## src/rtl/compare_arbiter.sv

```systemverilog
// compare_arbiter: two-requester scheduler for a single 4-bit nibble comparator.
// Each WIDTH-bit operand pair is compared MSB nibble first, one nibble per cycle.
// Optional feature macro: COMPARE_EARLY_EXIT_EN. When it is defined, the compare
// ends on the first nibble that differs instead of always walking all nibbles.
//
// Handshake: a requester holds reqN high, with aN/bN stable, until gntN pulses
// for one cycle; its operands were captured on the edge that raised gntN.
// Exactly one cycle later or more, doneN pulses for one cycle with
// equal/a_greater/a_less valid. Those result registers then hold until the
// next completion.
module compare_arbiter #(
  parameter int WIDTH = 16
) (
  input  logic             clk,
  input  logic             rst,
  input  logic             req0,
  input  logic             req1,
  input  logic [WIDTH-1:0] a0,
  input  logic [WIDTH-1:0] b0,
  input  logic [WIDTH-1:0] a1,
  input  logic [WIDTH-1:0] b1,
  output logic             gnt0,
  output logic             gnt1,
  output logic             done0,
  output logic             done1,
  output logic             equal,
  output logic             a_greater,
  output logic             a_less,
  output logic             busy,
  output logic [1:0]       state_dbg
);

  localparam int NIB = WIDTH / 4;
  localparam int IW  = (NIB > 1) ? $clog2(NIB) : 1;

  typedef enum logic [1:0] {S_IDLE, S_CMP, S_DONE} state_t;
  typedef enum logic [1:0] {C_EQ, C_GT, C_LT} casc_t;

  state_t           state, state_nxt;
  casc_t            casc, casc_nxt;
  logic             ptr;
  logic             win;
  logic [IW-1:0]    idx;
  logic [WIDTH-1:0] a_q, b_q;
  logic             capture, pick, finish;
  logic [3:0]       a_nib, b_nib;

  // Operands shift left each CMP cycle, so the live nibble is always on top.
  assign a_nib = a_q[WIDTH-1 -: 4];
  assign b_nib = b_q[WIDTH-1 -: 4];

  // Arbitration, cascade update and next-state decision.
  always_comb begin
    state_nxt = state;
    casc_nxt  = casc;
    capture   = 1'b0;
    pick      = 1'b0;
    finish    = 1'b0;
    if (casc == C_EQ) begin
      if (a_nib > b_nib)      casc_nxt = C_GT;
      else if (a_nib < b_nib) casc_nxt = C_LT;
    end
`ifdef COMPARE_EARLY_EXIT_EN
    finish = (idx == '0) || (casc_nxt != C_EQ);
`else
    finish = (idx == '0);
`endif
    // With both requests up the pointer decides; otherwise the lone requester wins.
    pick = (req0 && req1) ? ptr : req1;
    case (state)
      S_IDLE: begin
        capture = req0 || req1;
        if (capture) state_nxt = S_CMP;
      end
      S_CMP:   if (finish) state_nxt = S_DONE;
      S_DONE:  state_nxt = S_IDLE;
      default: state_nxt = S_IDLE;
    endcase
  end

  // State register.
  always_ff @(posedge clk) begin
    if (rst) state <= S_IDLE;
    else     state <= state_nxt;
  end

  // Operand capture, nibble sequencing, result loading and pointer update.
  always_ff @(posedge clk) begin
    if (rst) begin
      ptr       <= 1'b0;
      win       <= 1'b0;
      idx       <= '0;
      casc      <= C_EQ;
      a_q       <= '0;
      b_q       <= '0;
      gnt0      <= 1'b0;
      gnt1      <= 1'b0;
      equal     <= 1'b0;
      a_greater <= 1'b0;
      a_less    <= 1'b0;
    end else begin
      gnt0 <= capture && !pick;
      gnt1 <= capture && pick;
      case (state)
        S_IDLE: begin
          if (capture) begin
            a_q  <= pick ? a1 : a0;
            b_q  <= pick ? b1 : b0;
            win  <= pick;
            idx  <= IW'(NIB - 1);
            casc <= C_EQ;
          end
        end
        S_CMP: begin
          a_q  <= a_q << 4;
          b_q  <= b_q << 4;
          casc <= casc_nxt;
          idx  <= idx - IW'(1);
          if (finish) begin
            equal     <= (casc_nxt == C_EQ);
            a_greater <= (casc_nxt == C_GT);
            a_less    <= (casc_nxt == C_LT);
          end
        end
        S_DONE: ptr <= ~win;
        default: ;
      endcase
    end
  end

  assign busy      = (state != S_IDLE);
  assign done0     = (state == S_DONE) && !win;
  assign done1     = (state == S_DONE) && win;
  assign state_dbg = state;

endmodule
```

## config.mk

```make
export PLATFORM = sky130hd
export DESIGN_NAME = compare_arbiter
export DESIGN_NICKNAME = d
export VERILOG_FILES = /design/src/rtl/compare_arbiter.sv
export SDC_FILE = /design/constraint.sdc
export NUM_CORES = 1
export LEC_CHECK = 0
export BUFFER_PORTS_ARGS = -buffer_cell sky130_fd_sc_hd__buf_2
export CAP_MARGIN = 20
export CORE_MARGIN = 1
export CORE_UTILIZATION = 51
export CTS_CLUSTER_DIAMETER = 50
export DETAILED_ROUTE_END_ITERATION = 8
export GPL_TIMING_DRIVEN = 1
export HOLD_SLACK_MARGIN = 0.08
export PLACE_DENSITY_LB_ADDON = 0.1
export SYNTH_ARGS = -nofsm -noshare
export SYNTH_HDL_FRONTEND = slang
export SYNTH_SLANG_ARGS = --single-unit
```

## constraint.sdc

```tcl
create_clock -name clk -period 1.86 [get_ports clk]
set_input_delay 0.372 -clock clk [delete_from_list [all_inputs] [get_ports clk]]
set_output_delay 0.372 -clock clk [all_outputs]
set_load 0.01 [all_outputs]
```

==> results of run 1 <==
==> through the flow <==
step	setup WS [ns]	std cells	hold slack [ns]
6_report	0.2263	406	0.3332
2_1_floorplan	0.3662	287	0.4477
4_1_cts	0.2261	406	0.3349
3_3_place_gp	0.3450	398	0.4491
5_1_grt	0.1383	406	0.3602
3_5_place_dp	0.2876	398	0.4634
==> power breakdown <==
group | total [mW] | internal [mW] | switching, mW
clock | 0.669 | 0.336 | 0.333
sequential | 1.13 | 1.06 | 0.0692
combinational | 0.623 | 0.284 | 0.339
==> state kept, by name, summed over array words and instances (netlist names) <==
name and count:
gnt1 1, a_less 1, state_dbg 2, a_q 16
equal 1, a_greater 1, ptr 1, win 1
gnt0 1, idx 2, b_q 16, casc 2
==> worst paths after layout <==
kind / from / end / slack (ns) / cells past startpoint
setup / recovery: state_dbg[1] / done0 / 0.23 / 3
hold / removal: a0[0] / a_q[0] / 0.33 / 3
setup reg to reg: b_q[13] / equal / 0.27 / 6
hold reg to reg: a_greater / a_greater / 0.48 / 1
==> worst register-to-register path: stages, from the launching register on <==
cell      delay, ns
dfxtp_1        0.35
inv_1          0.05
ha_1           0.27
nor2b_1        0.13
o211ai_1       0.28
a21oi_1        0.16
a32o_1         0.24
==> synth_stat cells (3+ instances only) <==
master and number:
dfxtp_1 45, a21oi_1 38, and3_1 25, a21boi_0 24, a22oi_1 24, o21ai_0 20, nor2_1 13, buf_2 11
nand2_1 11, clkbuf_1 9, inv_1 9, nand3_1 8, a311oi_2 7, o21ai_1 7, ha_1 5, buf_6 3
nand2b_1 3
==> metal layers <==
layer / track usage / vias up / wire, um
met5: 0 / - / 0
met4: 0.06667 / 0 / 72
met3: 0.04986 / 6 / 225
met2: 0.3932 / 61 / 2597
met1: 0.3159 / 1041 / 2713
li1: - / 1191 / -
==> final cells by class <==
class / instances / area (um2)
Timing Repair Buffer: 87 / 498.0
Tap cell: 52 / 65.06
Inverter: 9 / 33.78
Sequential cell: 45 / 900.9
Clock inverter: 1 / 5.005
Clock buffer: 7 / 96.34
Fill cell: 393 / 1511
Multi-Input combinational cell: 205 / 1334
==> cells in the final DEF (no fill, tap or decap), drive strengths merged <==
cell	instances
a211oi	2
a21boi	24
a21o	1
a21oi	38
a221oi	1
a22o	1
a22oi	24
a2bb2oi	1
a311oi	8
a32o	1
a32oi	1
a41oi	1
and2	1
and3	25
buf	87
clkbuf	7
clkinv	1
dfxtp	45
ha	5
inv	9
nand2	12
nand2b	3
nand3	8
nor2	14
nor2b	2
nor3	4
o211ai	1
o21ai	27
==> cell families after synthesis <==
kind of cell | synth area share
AO/OA/AOI/OAI | 0.3681
AND/OR/NAND/NOR | 0.1572
flip-flops | 0.3723
buffers and inverters | 0.07652
adder cells (fa/ha/maj) | 0.02585
==> reports/results.tsv, run 1 <==
metric	value	unit
dieArea	5024	um2
post_cts_resized	0	
ys_seq_area_frac	0.3723	
slew_headroom	0.6796	
port_buffers	77	
status	finished, violations left	
utilization	0.6599	
n_antenna_cell	0	
irDropWorstVdd	0.4057	mV
cp_slowest_stage_delay	0.56	ns
setup_viol	0	
critPathBufInv	1	
grt_pass1_wl	9.453	mm
p_leak	1.300	nW
clkLatencyLatePin	0.31	ns
area_growth	21.20	%
synthCells	287	
avgSynthCellArea	8.431	um2
critical_path.max_fanout	9	
clk_path_buf_depth	2	
cp.arrival	1.26	ns
ant_nets	0	
core-area	4444	um2
min_period	1.634	ns
worst_pin_slew	0.4755	ns
hold_viol_final	0	
rsz0062_at_grt	false	
drt_wl_total	5.608	mm
p_per_area	826.7	nW/um2
grt_antenna_before_repair	0	
avgRoutedWirePerCell	13.81	um
post_cts_buffers	0	
cp-start-kind	flop	
ys_async_sr_fraction	0	
io-pin-count	78	
synth-edff-count	0	
die_h	70.88	um
drtIter0Drc	148	
cts_buffers	5	
cts_root_buf	clkbuf_8	
crit_chain	nand2b_1, nor2_1, buf_2	
p_total	2.425	mW
ys_seq_elements	45	
placed_area	2831	um2
vias	2299	
max_cap_violations	0	
num_rows	24	
grt_max_degree	42	
cts_sinks	45	
worst-setup-path-type	reg -> out	
clkTransAtPathRegs	0.08	ns
start_util	0.5445	
firstDrtPassIters	6	
place.detailed.hpwl	4.062	mm
fin_area	2933	um2
period_share	0.8783	
yosysWarnings	0	
yosysTopAreaCellShare	0.3723	
final_max_slew_viol_count	0	
viasPerCell	5.663	
drcViolationCount	4	
synth_cell_type_count	38	
grt_pass1_vias	2041	
crit_slowest_cell	dfxtp_1	
violations	DRC	
ctsHoldBuffers	0	
place_congestion	0.8137	
synth_area_leaders	dfxtp_1 (37%), a21oi_1 (7.9%), a21boi_0 (7.4%), a22oi_1 (7.4%), and3_1 (6.5%)	
final_layout_size_suffix_gt1_frac	0.3079	
worst_clock_skew	0.005702	ns
track_usage	0.2381	
crit_family	flip-flops	
cts_tree	done	
synth_ff_type	dfxtp_1	
clock.fmax	0.6121	GHz
critPathCaptureType	output pin	
tns	0	ns
critPathRequiredTime	1.49	ns
syn_nets	360	
worstHoldPathType	in -> reg	
netlist_area	2420	um2
htreeDepth	2	
overflow	0	
die_w	70.88	um
finish.net_count	426	
synth_area_leader_cell	dfxtp_1	
Note: power is estimated with default switching activity, not from simulation.
==> inputs of run 2 (changes only) <==
clock period = 1.8 ns   (was 1.86 ns; I/O delays follow)
==> reports/results.tsv, run 2 (synthesized netlist as in run 1, its figures left out) <==
metric	value	unit	change
status	finished, violations left		
n_antenna_cell	0		unchanged
overflow	0		unchanged
grt_antenna_before_repair	0		unchanged
ctsHoldBuffers	0		unchanged
drcViolationCount	4		unchanged
crit_family	compound AO/OA/AOI/OAI gates		
critPathBufInv	1		unchanged
worstHoldPathType	in -> reg		
final_max_slew_viol_count	0		unchanged
r2r_end	equal		
p_leak	1.304	nW	+0.32%
p_total	2.594	mW	+7.0%
grt_pass1_vias	2170		+6.3%
grt_pass1_wl	9.749	mm	+3.1%
r2r_slack	0.18	ns	-0.09 ns
post_cts_resized	0		unchanged
cp.arrival	1.81	ns	+0.55 ns
critical_path.max_fanout	3		-6
slew_headroom	0.6799		about the same
cp_slowest_stage_delay	0.34	ns	-0.22 ns
viasPerCell	5.796		+2.3%
setup_viol	0		unchanged
worst_clock_skew	0.003430	ns	-0.002272 ns
die_w	70.88	um	unchanged
grtUsageMet2	0.4038		+0.01068
cts_root_buf	clkbuf_8		
rsz0062_at_grt	false		
crit_slowest_cell	dfxtp_1		
avgRoutedWirePerCell	13.98	um	+1.2%
grt_max_degree	42		unchanged
cp-start-kind	flop		
holdPathStages	3		unchanged
hold_start	a0[0]		
place_congestion	0.7801		-4.1%
dieArea	5024	um2	unchanged
htreeDepth	2		unchanged
vias	2353		+2.3%
tns	0	ns	unchanged
final_cell_mix	buf_2 (77), dfxtp_1 (45), a21oi_1 (38)		
critPathRequiredTime	1.99	ns	+0.50 ns
min_period	1.619	ns	
met3_usage	0.03276		-0.01709
die_h	70.88	um	unchanged
max_cap_violations	0		unchanged
io-pin-count	78		unchanged
cts_sinks	45		unchanged
final_layout_size_suffix_gt1_frac	0.3051		-0.002825
track_usage	0.2416		+0.003538
rr_startpoint	b_q[13]		
ant_nets	0		unchanged
violations	DRC		
area_growth	21.82	%	
critPathCaptureType	flop		
finish.net_count	426		unchanged
port_buffers	77		unchanged
min_to	a_q[0]		
reg_top3	a_q: 16 flops, b_q: 16 flops		
hold_viol_final	0		unchanged
clk_path_buf_depth	2		unchanged
clock.fmax	0.6175	GHz	
irDropWorstVdd	0.3659	mV	-9.8%
clkLatencyLatePin	0.29	ns	-0.02 ns
grt.busiest_layer	met2		
firstDrtPassIters	6		unchanged
drtIter0Drc	111		-25%
drt_wl_total	5.676	mm	+1.2%
met1_usage	0.3230		+0.007071
period_share	0.8997		
num_rows	24		unchanged
post_cts_buffers	0		unchanged
start_util	0.5445		unchanged
worst-setup-path-type	reg -> reg		
p_per_area	880.1	nW/um2	+6.5%
reg2regPathDepth	6		unchanged
layout_commonest_cell	buf_2		
core-area	4444	um2	unchanged
cts_tree	done		
place.detailed.hpwl	4.108	mm	+1.1%
worst_pin_slew	0.4801	ns	+0.004629 ns
cts_buffers	5		unchanged
clkTransAtPathRegs	0.08	ns	about the same
crit_chain	inv_1, ha_1, nor2b_1, o211ai_1, a21oi_1, a32o_1		
-- run 2: report_power, final --
part	internal, mW	switching, mW
clock network	0.452	0.323
logic	0.294	0.356
registers	1.10	0.0703
-- run 2: worst max-delay path by stage --
| stage | end | start | depth (start not counted) | slack (ns) |
|---|---|---|---|---|
| 2_1_floorplan | equal | b_q[15] | 5 | 0.31 |
| 3_3_place_gp | equal | b_q[13] | 6 | 0.28 |
| 3_5_place_dp | equal | b_q[13] | 6 | 0.20 |
| 4_1_cts | equal | b_q[13] | 6 | 0.18 |
| 5_1_grt | equal | b_q[13] | 6 | 0.08 |
| 6_report | equal | b_q[13] | 6 | 0.18 |
-- run 2: layout make-up --
| class | count | area (um2) |
|---|---|---|
| multi-input combinational | 205 | 1334 |
| inverter | 9 | 33.78 |
| timing repair buffer | 87 | 498.0 |
| tap | 52 | 65.06 |
| clock inverter | 1 | 30.03 |
| sequential | 45 | 900.9 |
| clock buffer | 7 | 86.33 |
| fill | 415 | 1496 |
-- run 2: metrics by stage --
step	hold slack, ns	instances	setup WS [ns]	util	area, um2
2_1_floorplan	0.4477	287	0.3062	-	2420
3_3_place_gp	0.4494	398	0.2820	0.6371	2831
3_5_place_dp	0.4667	398	0.1956	0.6371	2831
4_1_cts	0.3253	406	0.1812	0.6633	2948
5_1_grt	0.3468	406	0.07646	0.6633	2948
6_report	0.3290	406	0.1805	0.6633	2948
-- run 2: worst min-delay path, delay by kind of cell --
| family | cells | cell delay [ns] |
|---|---|---|
| buf+inv | 1 | 0.09 |
| simple gates | 1 | 0.05 |
| compound gates | 1 | 0.08 |
-- run 2: metal layers --
| metal | share of wire | up-vias |
|---|---|---|
| li1 | - | 1193 |
| met1 | 0.47 | 1092 |
| met2 | 0.47 | 61 |
| met3 | 0.042 | 7 |
| met4 | 0.013 | 0 |
| met5 | 0 | - |
